===== src/rtl/exa_crosb_pkg.sv =====
// Shared types and helpers for the crossbar route controller.
package exa_crosb_pkg;

  typedef enum logic [1:0] {
    IDLE = 2'd0,
    REQ  = 2'd1,
    XFER = 2'd2,
    DROP = 2'd3
  } route_state_t;

  // Widest flit the destination extractor accepts; narrower flits are zero-extended.
  localparam int unsigned FLIT_MAX_W = 1024;

  function automatic logic [31:0] get_dst(input logic [FLIT_MAX_W-1:0] flit,
                                          input int unsigned           lsb,
                                          input int unsigned           width);
    logic [FLIT_MAX_W-1:0] shifted;
    logic [31:0]           mask;
    shifted = flit >> lsb;
    mask    = (width >= 32'd32) ? 32'hFFFF_FFFF : ((32'd1 << width) - 32'd1);
    return shifted[31:0] & mask;
  endfunction

endpackage


===== src/rtl/exa_crosb_route_ctrl.sv =====
// Per-input route controller: peeks header destination, locks the output arbiter, streams the packet.
// Optional packet counter output enabled by defining EXA_CROSB_ROUTE_PKT_CNT_EN.
module exa_crosb_route_ctrl
  import exa_crosb_pkg::*;
#(
  parameter int unsigned data_width    = 128,
  parameter int unsigned output_num    = 16,
  parameter int unsigned sel_width     = $clog2(output_num),
  parameter int unsigned dst_lsb       = 0,
  parameter int unsigned dst_width     = sel_width,
  parameter int unsigned max_pkt_flits = 64
) (
  input  logic                  ACLK,
  input  logic                  ARESETN,
  input  logic [data_width-1:0] IN_DATA_i,
  input  logic                  IN_VALID_i,
  input  logic                  IN_LAST_i,
  output logic                  IN_READY_o,
  output logic [output_num-1:0] REQ_o,
  input  logic [output_num-1:0] GNT_i,
  input  logic                  READY_i,
  output logic [data_width-1:0] DATA_o,
  output logic                  VALID_o,
  output logic                  LAST_o,
  output logic [sel_width-1:0]  SEL_o,
  output logic                  ERR_DST_o,
`ifdef EXA_CROSB_ROUTE_PKT_CNT_EN
  output logic                  ERR_LEN_o,
  output logic [31:0]           PKT_CNT_o
`else
  output logic                  ERR_LEN_o
`endif
);

  localparam int unsigned CNT_W = $clog2(max_pkt_flits + 1);

  route_state_t          state_q, state_d;
  logic [sel_width-1:0]  sel_q, sel_d;
  logic [CNT_W-1:0]      cnt_q, cnt_d;
  logic                  err_dst_q, err_dst_d;
  logic                  err_len_q, err_len_d;

  logic [FLIT_MAX_W-1:0] flit_ext_s;
  logic [31:0]           dst_s;
  logic                  dst_ok_s;
  logic [output_num-1:0] sel_onehot_s;
  logic                  gnt_s;

  assign flit_ext_s   = FLIT_MAX_W'(IN_DATA_i);
  assign dst_s        = get_dst(flit_ext_s, dst_lsb, dst_width);
  assign dst_ok_s     = (dst_s < 32'(output_num));
  assign sel_onehot_s = output_num'(1'b1) << sel_q;
  // Only the grant line of the locked output matters; others belong to other inputs.
  assign gnt_s        = |(GNT_i & sel_onehot_s);

  // Next-state and combinational pass-through toward the demux.
  always_comb begin
    state_d    = state_q;
    sel_d      = sel_q;
    cnt_d      = cnt_q;
    err_dst_d  = err_dst_q;
    err_len_d  = err_len_q;
    REQ_o      = '0;
    IN_READY_o = 1'b0;
    VALID_o    = 1'b0;
    DATA_o     = '0;
    LAST_o     = 1'b0;
    case (state_q)
      IDLE: begin
        if (IN_VALID_i) begin
          if (dst_ok_s) begin
            sel_d   = dst_s[sel_width-1:0];
            state_d = REQ;
          end else begin
            err_dst_d = 1'b1;
            state_d   = DROP;
          end
        end else begin
          state_d = IDLE;
        end
      end
      REQ: begin
        REQ_o = sel_onehot_s;
        if (gnt_s) begin
          state_d = XFER;
        end else begin
          state_d = REQ;
        end
      end
      XFER: begin
        REQ_o      = sel_onehot_s;
        VALID_o    = gnt_s & IN_VALID_i;
        IN_READY_o = gnt_s & READY_i;
        if (VALID_o) begin
          DATA_o = IN_DATA_i;
          LAST_o = IN_LAST_i;
        end else begin
          DATA_o = '0;
          LAST_o = 1'b0;
        end
        if (VALID_o && READY_i) begin
          // Counter saturates so the length flag cannot re-trigger by wrapping.
          if (cnt_q != CNT_W'(max_pkt_flits)) begin
            cnt_d = cnt_q + 1'b1;
          end else begin
            cnt_d = cnt_q;
          end
          if (cnt_q == CNT_W'(max_pkt_flits - 1)) begin
            err_len_d = 1'b1;
          end else begin
            err_len_d = err_len_q;
          end
          if (IN_LAST_i) begin
            cnt_d   = '0;
            state_d = IDLE;
          end else begin
            state_d = XFER;
          end
        end else begin
          state_d = XFER;
        end
      end
      DROP: begin
        IN_READY_o = 1'b1;
        if (IN_VALID_i && IN_LAST_i) begin
          state_d = IDLE;
        end else begin
          state_d = DROP;
        end
      end
      default: begin
        state_d = IDLE;
      end
    endcase
  end

  // State, route select, flit counter and sticky error registers.
  always_ff @(posedge ACLK) begin
    if (!ARESETN) begin
      state_q   <= IDLE;
      sel_q     <= '0;
      cnt_q     <= '0;
      err_dst_q <= 1'b0;
      err_len_q <= 1'b0;
    end else begin
      state_q   <= state_d;
      sel_q     <= sel_d;
      cnt_q     <= cnt_d;
      err_dst_q <= err_dst_d;
      err_len_q <= err_len_d;
    end
  end

  assign SEL_o     = sel_q;
  assign ERR_DST_o = err_dst_q;
  assign ERR_LEN_o = err_len_q;

`ifdef EXA_CROSB_ROUTE_PKT_CNT_EN
  logic        pkt_done_s;
  logic [31:0] pkt_cnt_q;

  // Dropped packets never reach XFER, so they are never counted.
  assign pkt_done_s = (state_q == XFER) & gnt_s & IN_VALID_i & READY_i & IN_LAST_i;

  // Wrapping count of packets forwarded to the crossbar.
  always_ff @(posedge ACLK) begin
    if (!ARESETN) begin
      pkt_cnt_q <= 32'd0;
    end else if (pkt_done_s) begin
      pkt_cnt_q <= pkt_cnt_q + 32'd1;
    end else begin
      pkt_cnt_q <= pkt_cnt_q;
    end
  end

  assign PKT_CNT_o = pkt_cnt_q;
`endif

endmodule


===== config.mk =====
export PLATFORM = sky130hd
export DESIGN_NAME = exa_crosb_route_ctrl
export DESIGN_NICKNAME = d
export VERILOG_FILES = /design/src/rtl/exa_crosb_pkg.sv /design/src/rtl/exa_crosb_route_ctrl.sv
export SDC_FILE = /design/constraint.sdc
export NUM_CORES = 1
export LEC_CHECK = 0
export ABC_AREA = 1
export BUFFER_PORTS_ARGS = -buffer_cell sky130_fd_sc_hd__buf_2
export CAP_MARGIN = 30
export CORE_AREA = 4 4 116 118
export CTS_CLUSTER_DIAMETER = 40
export DETAILED_ROUTE_END_ITERATION = 8
export DIE_AREA = 0 0 120 122
export HOLD_SLACK_MARGIN = 0.03
export PLACE_DENSITY_LB_ADDON = 0.05
export SYNTH_ARGS = -nofsm -noshare
export SYNTH_HDL_FRONTEND = slang
export SYNTH_SLANG_ARGS = --single-unit

===== constraint.sdc =====
create_clock -name ACLK -period 2.7 [get_ports ACLK]
set_clock_uncertainty 0.2 [all_clocks]
set_input_delay 0.27 -clock ACLK [delete_from_list [all_inputs] [get_ports ACLK]]
set_output_delay 0.27 -clock ACLK [all_outputs]
set_load 0.005 [all_outputs]

==> results of run 1 <==
synth_stat cells, drive strengths merged (2+ instances only):
| library cell | n | area share |
|---|---|---|
| dfxtp | 14 | 0.086 |
| o21ai | 10 | 0.015 |
| nand2 | 39 | 0.049 |
| clkbuf | 2 | 0.0023 |
| inv | 164 | 0.19 |
| ha | 7 | 0.027 |
| buf | 20 | 0.085 |
| nand3 | 30 | 0.046 |
| a21oi | 8 | 0.012 |
| or2 | 2 | 0.0039 |
| nor2 | 172 | 0.44 |
| nor4 | 3 | 0.0058 |
| nand4 | 16 | 0.031 |
logic make-up after synthesis:
logic type	count (synthesis)
other	1
adder cells (fa/ha/maj)	7
AO/OA/AOI/OAI	19
buffers and inverters	186
flip-flops	14
AND/OR/NAND/NOR	263
registers in the layout (all words and copies together), names as in the netlist:
name / flops
SEL_o: 4
state_q: 2
cnt_q: 7
ERR_LEN_o: 1
layout by cell type (no fill, tap or decap), drive strengths merged:
| cell type | instances |
|---|---|
| buf | 324 |
| nor2 | 172 |
| inv | 164 |
| nand2 | 42 |
| nand3 | 30 |
| nand4 | 16 |
| dfxtp | 14 |
| clkbuf | 11 |
| o21ai | 10 |
| a21oi | 8 |
| ha | 7 |
| nor4 | 3 |
| or2 | 2 |
| diode | 1 |
| nor3 | 1 |
| a31oi | 1 |
| conb | 1 |
through the flow:
step | instances | setup slack (ps) | TNS, ps | utilization | hold WS (ps)
2_1_floorplan | 490 | 558 | 0 | - | 208
3_3_place_gp | 953 | 240 | 0 | 0.389 | 247
3_5_place_dp | 953 | 179 | 0 | 0.389 | 253
4_1_cts | 957 | 16.8 | 0 | 0.396 | 133
5_1_grt | 979 | -85.9 | -3490 | 0.439 | 135
6_report | 979 | 59.7 | 0 | 0.439 | 127
power by group:
group / switching (mW) / internal, mW
Sequential: 0.0196 / 0.216
Clock: 0.0944 / 0.225
Combinational: 0.247 / 0.180
what timing repair did:
action,in CTS,in global routing
hold buffers,0,0
gates cloned,0,13
gates resized for setup,3,56
endpoints found under the setup margin,109,120
buffers inserted,0,8
pin swaps,0,12
area by class of cell:
cell class	instances	area, um2	area share
repair buffers	331	2050	0.375
multi-input cells	293	2200	0.402
inverters	164	621	0.113
diodes	1	2.50	0.000457
well taps	172	215	0.0393
clock buffers	4	88.8	0.0162
flip-flops and latches	14	295	0.0539
routing by layer:
layer | GRT usage | routed length [um] | vias to the layer above
met1 | 0.169 | 5110 | 1739
met4 | 0.0243 | 76 | 0
met2 | 0.306 | 7330 | 143
met3 | 0.0306 | 787 | 6
li1 | - | - | 2026
met5 | 0 | 0 | -
worst max-delay path, cell delays in order, from the launching register on:
cell	delay (ps)
dfxtp_4	410
inv_2	70
nor2_4	140
nand4_1	100
nand2_1	110
nor2_1	70
nand2_2	80
nor2_4	60
nor2_8	250
nand2_8	180
clkbuf_16	230
nor2_1	80
buf_2	120
how the worst max path moves through the flow:
stage                                      from         end  slack (ps)  depth (start not counted)
final                     SEL_o[0]$_SDFFE_PN0P_  DATA_o[17]          60                         12
after global routing      SEL_o[2]$_SDFFE_PN0P_  DATA_o[27]         -90                         11
after CTS                 SEL_o[2]$_SDFFE_PN0P_  DATA_o[25]          20                         12
after detailed placement  SEL_o[3]$_SDFFE_PN0P_  DATA_o[25]         180                         11
after global placement    SEL_o[3]$_SDFFE_PN0P_  DATA_o[25]         240                         11
after floorplan           SEL_o[3]$_SDFFE_PN0P_     VALID_o         560                         13
==> results.txt, run 1 <==
status - finished, final reports clean
Ys Warns - 0
initial antenna violation count - 1
post-synthesis sequential area ratio - 0.0864
Core Region - 12500 um2
reg2reg end - cnt_q[2]$_SDFFE_PN0P_
Mapped Area - 3250 um2
Crit Path Category - flip-flop to output pin
grt total ovfl - 0
# nets final - 963
post-route clock period utilization - 0.978
Slew headroom - 0.527
fillers - 1352
Die ar. - 14600 um2
max_cap viols - 0
Die Height - 122 um
#FFs+latches synth - 14
RSZ-0062 raised after global routing - yes
Bufs on Longest Clock Path - 2
1st-iter DRT viols - 96
row count - 41
# IOs - 302
largest net degree at the start of global routing - 30
Vias - 3914
WHS Path Cells - 3
DR WL/cell - 13.6 um
simple-gate share of the synthesized area - 0.579
Power Density - 179 nW/um2
Arr. time, crit path - 2170 ps
CTS H-tree lvls - 1
reg2reg start - state_q[0]$_SDFF_PN0_
CTS tree - built
Area after DPL - 4850 um2
ys flop type - dfxtp_1
DRC Markers - 0
Reg clk slew, reported paths - 50 ps
CP max FO - 8
maximum vdd ir drop - 0.233 mV
hold crit path type - primary input to flip-flop
drt pass-1 iters - 4
post-synthesis cell count - 490
Synth Area in Compound Gates - 0.0297
final period demand of the worst path - 2640 ps
Placer Congestion - 0.817
Setup Viol. Count Final - 0
portion of netlist area occupied by mux cells - 0
hold path endpoint - SEL_o[2]$_SDFFE_PN0P_
Slew Viols, Final - 0
CP Capture Type - output pin
static leakage power - 3.35 nW
adder-cell area share of the yosys netlist - 0.0270
Worst R2R Setup Slack - 460 ps
Final ANT Viol Nets - 0
vias in the first global route - 3611
worst-skew pair later-pin latency - 250 ps
R2R depth - 8
post-route cell area - 5480 um2
fmax - 0.379 GHz
vias per cell - 4.00
total power draw - 0.983 mW
CTS buffer count - 3
Layout area overhead - 68.7%
clk sink count - 14
Mapped Nets - 646
Post-synth EDFFs - 0
post-synthesis cell type count - 26
CTS root buf - clkbuf_16
Final Hold Vio Count - 0
Total Routing Usage GR - 0.153
largest family of logic cells by synthesized area - simple AND/OR/NAND/NOR gates
CP required - 2230 ps
asr flop ratio synth - 0
# port buffers - 300
Starting Density - 0.260
xor-xnor portion of the synthesized cell area - 0
first-pass GRT wire length - 18300 um
share of layout cells above drive strength 1 - 0.583
Worst setup SP type - flip-flop
die width - 120 um
HPWL after detailed placement - 11100 um
Avg Inst Size Synth - 6.62 um2
final WL - 13300 um
Worst-Margin Slew - 709 ps
hold_sp - IN_DATA_i[2]
No activity file was read; power rests on OpenSTA's default activity.
==> inputs of run 2 (changes only) <==
--- a/config.mk
+++ b/config.mk
@@ -8,12 +8,11 @@
 export ABC_AREA = 1
 export BUFFER_PORTS_ARGS = -buffer_cell sky130_fd_sc_hd__buf_2
 export CAP_MARGIN = 30
-export CORE_AREA = 4 4 116 118
+export CORE_AREA = 2 2 117 119
 export CTS_CLUSTER_DIAMETER = 40
 export DETAILED_ROUTE_END_ITERATION = 8
-export DIE_AREA = 0 0 120 122
+export DIE_AREA = 0 0 119 121
 export HOLD_SLACK_MARGIN = 0.03
-export PLACE_DENSITY_LB_ADDON = 0.05
 export SYNTH_ARGS = -nofsm -noshare
 export SYNTH_HDL_FRONTEND = slang
 export SYNTH_SLANG_ARGS = --single-unit
==> results.txt, run 2 (synthesis gave the netlist of run 1 again) <==
status - finished, final reports clean (unchanged)
Total Routing Usage GR - 0.138 (was 0.153)
# IOs - 302 (unchanged)
most frequent cells in the layout - 300 x buf_2, 159 x inv_1, 103 x nor2_4 (was 288 x buf_2, 159 x inv_1, 111 x nor2_4)
grt met1 use - 0.163 (was 0.169)
grt total ovfl - 0 (unchanged)
RSZ-0062 raised after global routing - yes (unchanged)
vias per cell - 3.88 (was 4.00)
CTS buffer count - 3 (unchanged)
met2 Usage GRT - 0.259 (was 0.306)
# nets final - 954 (was 963)
Die Height - 121 um (was 122 um)
initial antenna violation count - 2 (was 1)
Worst setup SP type - flip-flop (unchanged)
Placer Congestion - 0.847 (was 0.817)
final period demand of the worst path - 2570 ps (was 2640 ps)
CTS tree - built (unchanged)
Die ar. - 14400 um2 (was 14600 um2)
CP max FO - 14 (was 8)
row count - 42 (was 41)
Arr. time, crit path - 2100 ps (was 2170 ps)
Setup Viol. Count Final - 0 (unchanged)
largest net degree at the start of global routing - 26 (was 30)
Reg clk slew, reported paths - 50 ps (about the same)
static leakage power - 3.20 nW (was 3.35 nW)
1st-iter DRT viols - 138 (was 96)
Top reg by flops - cnt_q (unchanged)
setup tns final - 0 ps (unchanged)
Worst-Margin Slew - 558 ps (was 709 ps)
DR WL/cell - 11.5 um (was 13.6 um)
CTS root buf - clkbuf_16 (unchanged)
max_cap viols - 0 (unchanged)
# port buffers - 300 (unchanged)
post-route clock period utilization - 0.952 (was 0.978)
hold crit path type - primary input to flip-flop (unchanged)
Starting Density - 0.248 (was 0.260)
Final Hold Vio Count - 0 (unchanged)
grt peak-use layer - met2 (unchanged)
CP required - 2230 ps (about the same)
Final ANT Viol Nets - 0 (unchanged)
maximum vdd ir drop - 0.236 mV (was 0.233 mV)
CTS Hold Bufs - 0 (unchanged)
Slew headroom - 0.628 (was 0.527)
fmax - 0.389 GHz (was 0.379 GHz)
first-pass GRT wire length - 16100 um (was 18300 um)
Bufs on Longest Clock Path - 2 (unchanged)
CP Capture Type - output pin (unchanged)
share of layout cells above drive strength 1 - 0.561 (was 0.583)
GR Layer Usage met3 - 0.0282 (was 0.0306)
max reg flops - 7 (unchanged)
clk sink count - 14 (unchanged)
HPWL after detailed placement - 9460 um (was 11100 um)
die width - 119 um (was 120 um)
drt pass-1 iters - 4 (unchanged)
CTS H-tree lvls - 1 (unchanged)
Power Density - 188 nW/um2 (was 179 nW/um2)
Core Region - 13100 um2 (was 12500 um2)
DRC Markers - 0 (unchanged)
Crit Path Category - flip-flop to output pin (unchanged)
Slew Viols, Final - 0 (unchanged)
leading cell type in the layout, fill and taps excluded - buf_2 (unchanged)
vias in the first global route - 3192 (was 3611)
final WL - 11200 um (was 13300 um)
Vias - 3782 (was 3914)
Layout area overhead - 56.2% (was 68.7%)
worst-skew pair later-pin latency - 250 ps (about the same)
fin util - 0.387 (was 0.439)
-- run 2: cell type report --
| class | instances | area, um2 |
|---|---|---|
| Fill cell | 1359 | 8020 |
| Multi-Input combinational cell | 292 | 2100 |
| Timing Repair Buffer | 323 | 1740 |
| Inverter | 164 | 618 |
| Sequential cell | 14 | 292 |
| Tap cell | 176 | 220 |
| Clock buffer | 4 | 88.8 |
| Antenna cell | 3 | 7.51 |
-- run 2: where the power goes --
group | switching [mW] | total, mW | internal, mW
logic | 0.240 | 0.405 | 0.166
registers | 0.0165 | 0.233 | 0.216
clock network | 0.0898 | 0.315 | 0.225
-- run 2: per-layer routing --
| metal | wire (um) | part of all wire |
|---|---|---|
| met1 | 4360 | 0.39 |
| met5 | 0 | 0 |
| met2 | 5770 | 0.51 |
| met3 | 1030 | 0.092 |
| met4 | 54 | 0.0048 |
-- run 2: what timing repair did --
item	CTS	global route
pin swaps	0	3
setup endpoints to repair	118	118
cloned	0	2
gates resized for setup	4	7
endpoints found under the hold margin	0	0
buffers inserted	0	6
-- run 2: final timing paths --
check / from / end / slack, ps / depth (start not counted)
worst max-delay path: SEL_o[1]$_SDFFE_PN0P_ / DATA_o[1] / 130 / 12
worst min-delay path: IN_DATA_i[1] / SEL_o[1]$_SDFFE_PN0P_ / 120 / 3
worst max register to register: state_q[0]$_SDFF_PN0_ / cnt_q[1]$_SDFFE_PN0P_ / 570 / 8
worst min register to register: ERR_LEN_o$_SDFFE_PN0P_ / ERR_LEN_o$_SDFFE_PN0P_ / 260 / 2
-- run 2: worst max-delay path, stage by stage, from the launching register on --
cell and delay [ps]:
dfxtp_4 410, inv_2 80, nor2_4 150, nand4_1 100, nand2_1 100, nor2_1 50, nand2_1 100, nor2_4 70
nor2_8 210, nand2_8 140, buf_4 230, nor2_1 100, buf_2 120
-- run 2: through the flow --
| stage | setup slack, ps | instance area [um2] | hold slack (ps) | power [mW] | std cells |
|---|---|---|---|---|---|
| after floorplan | 558 | 3250 | 208 | 0.456 | 490 |
| after global placement | 166 | 4870 | 240 | 0.615 | 961 |
| after detailed placement | 128 | 4870 | 240 | 0.618 | 961 |
| after CTS | 4.77 | 4970 | 123 | 0.938 | 965 |
| after global routing | -21.5 | 5060 | 149 | 1.01 | 973 |
| final | 130 | 5070 | 123 | 0.953 | 976 |
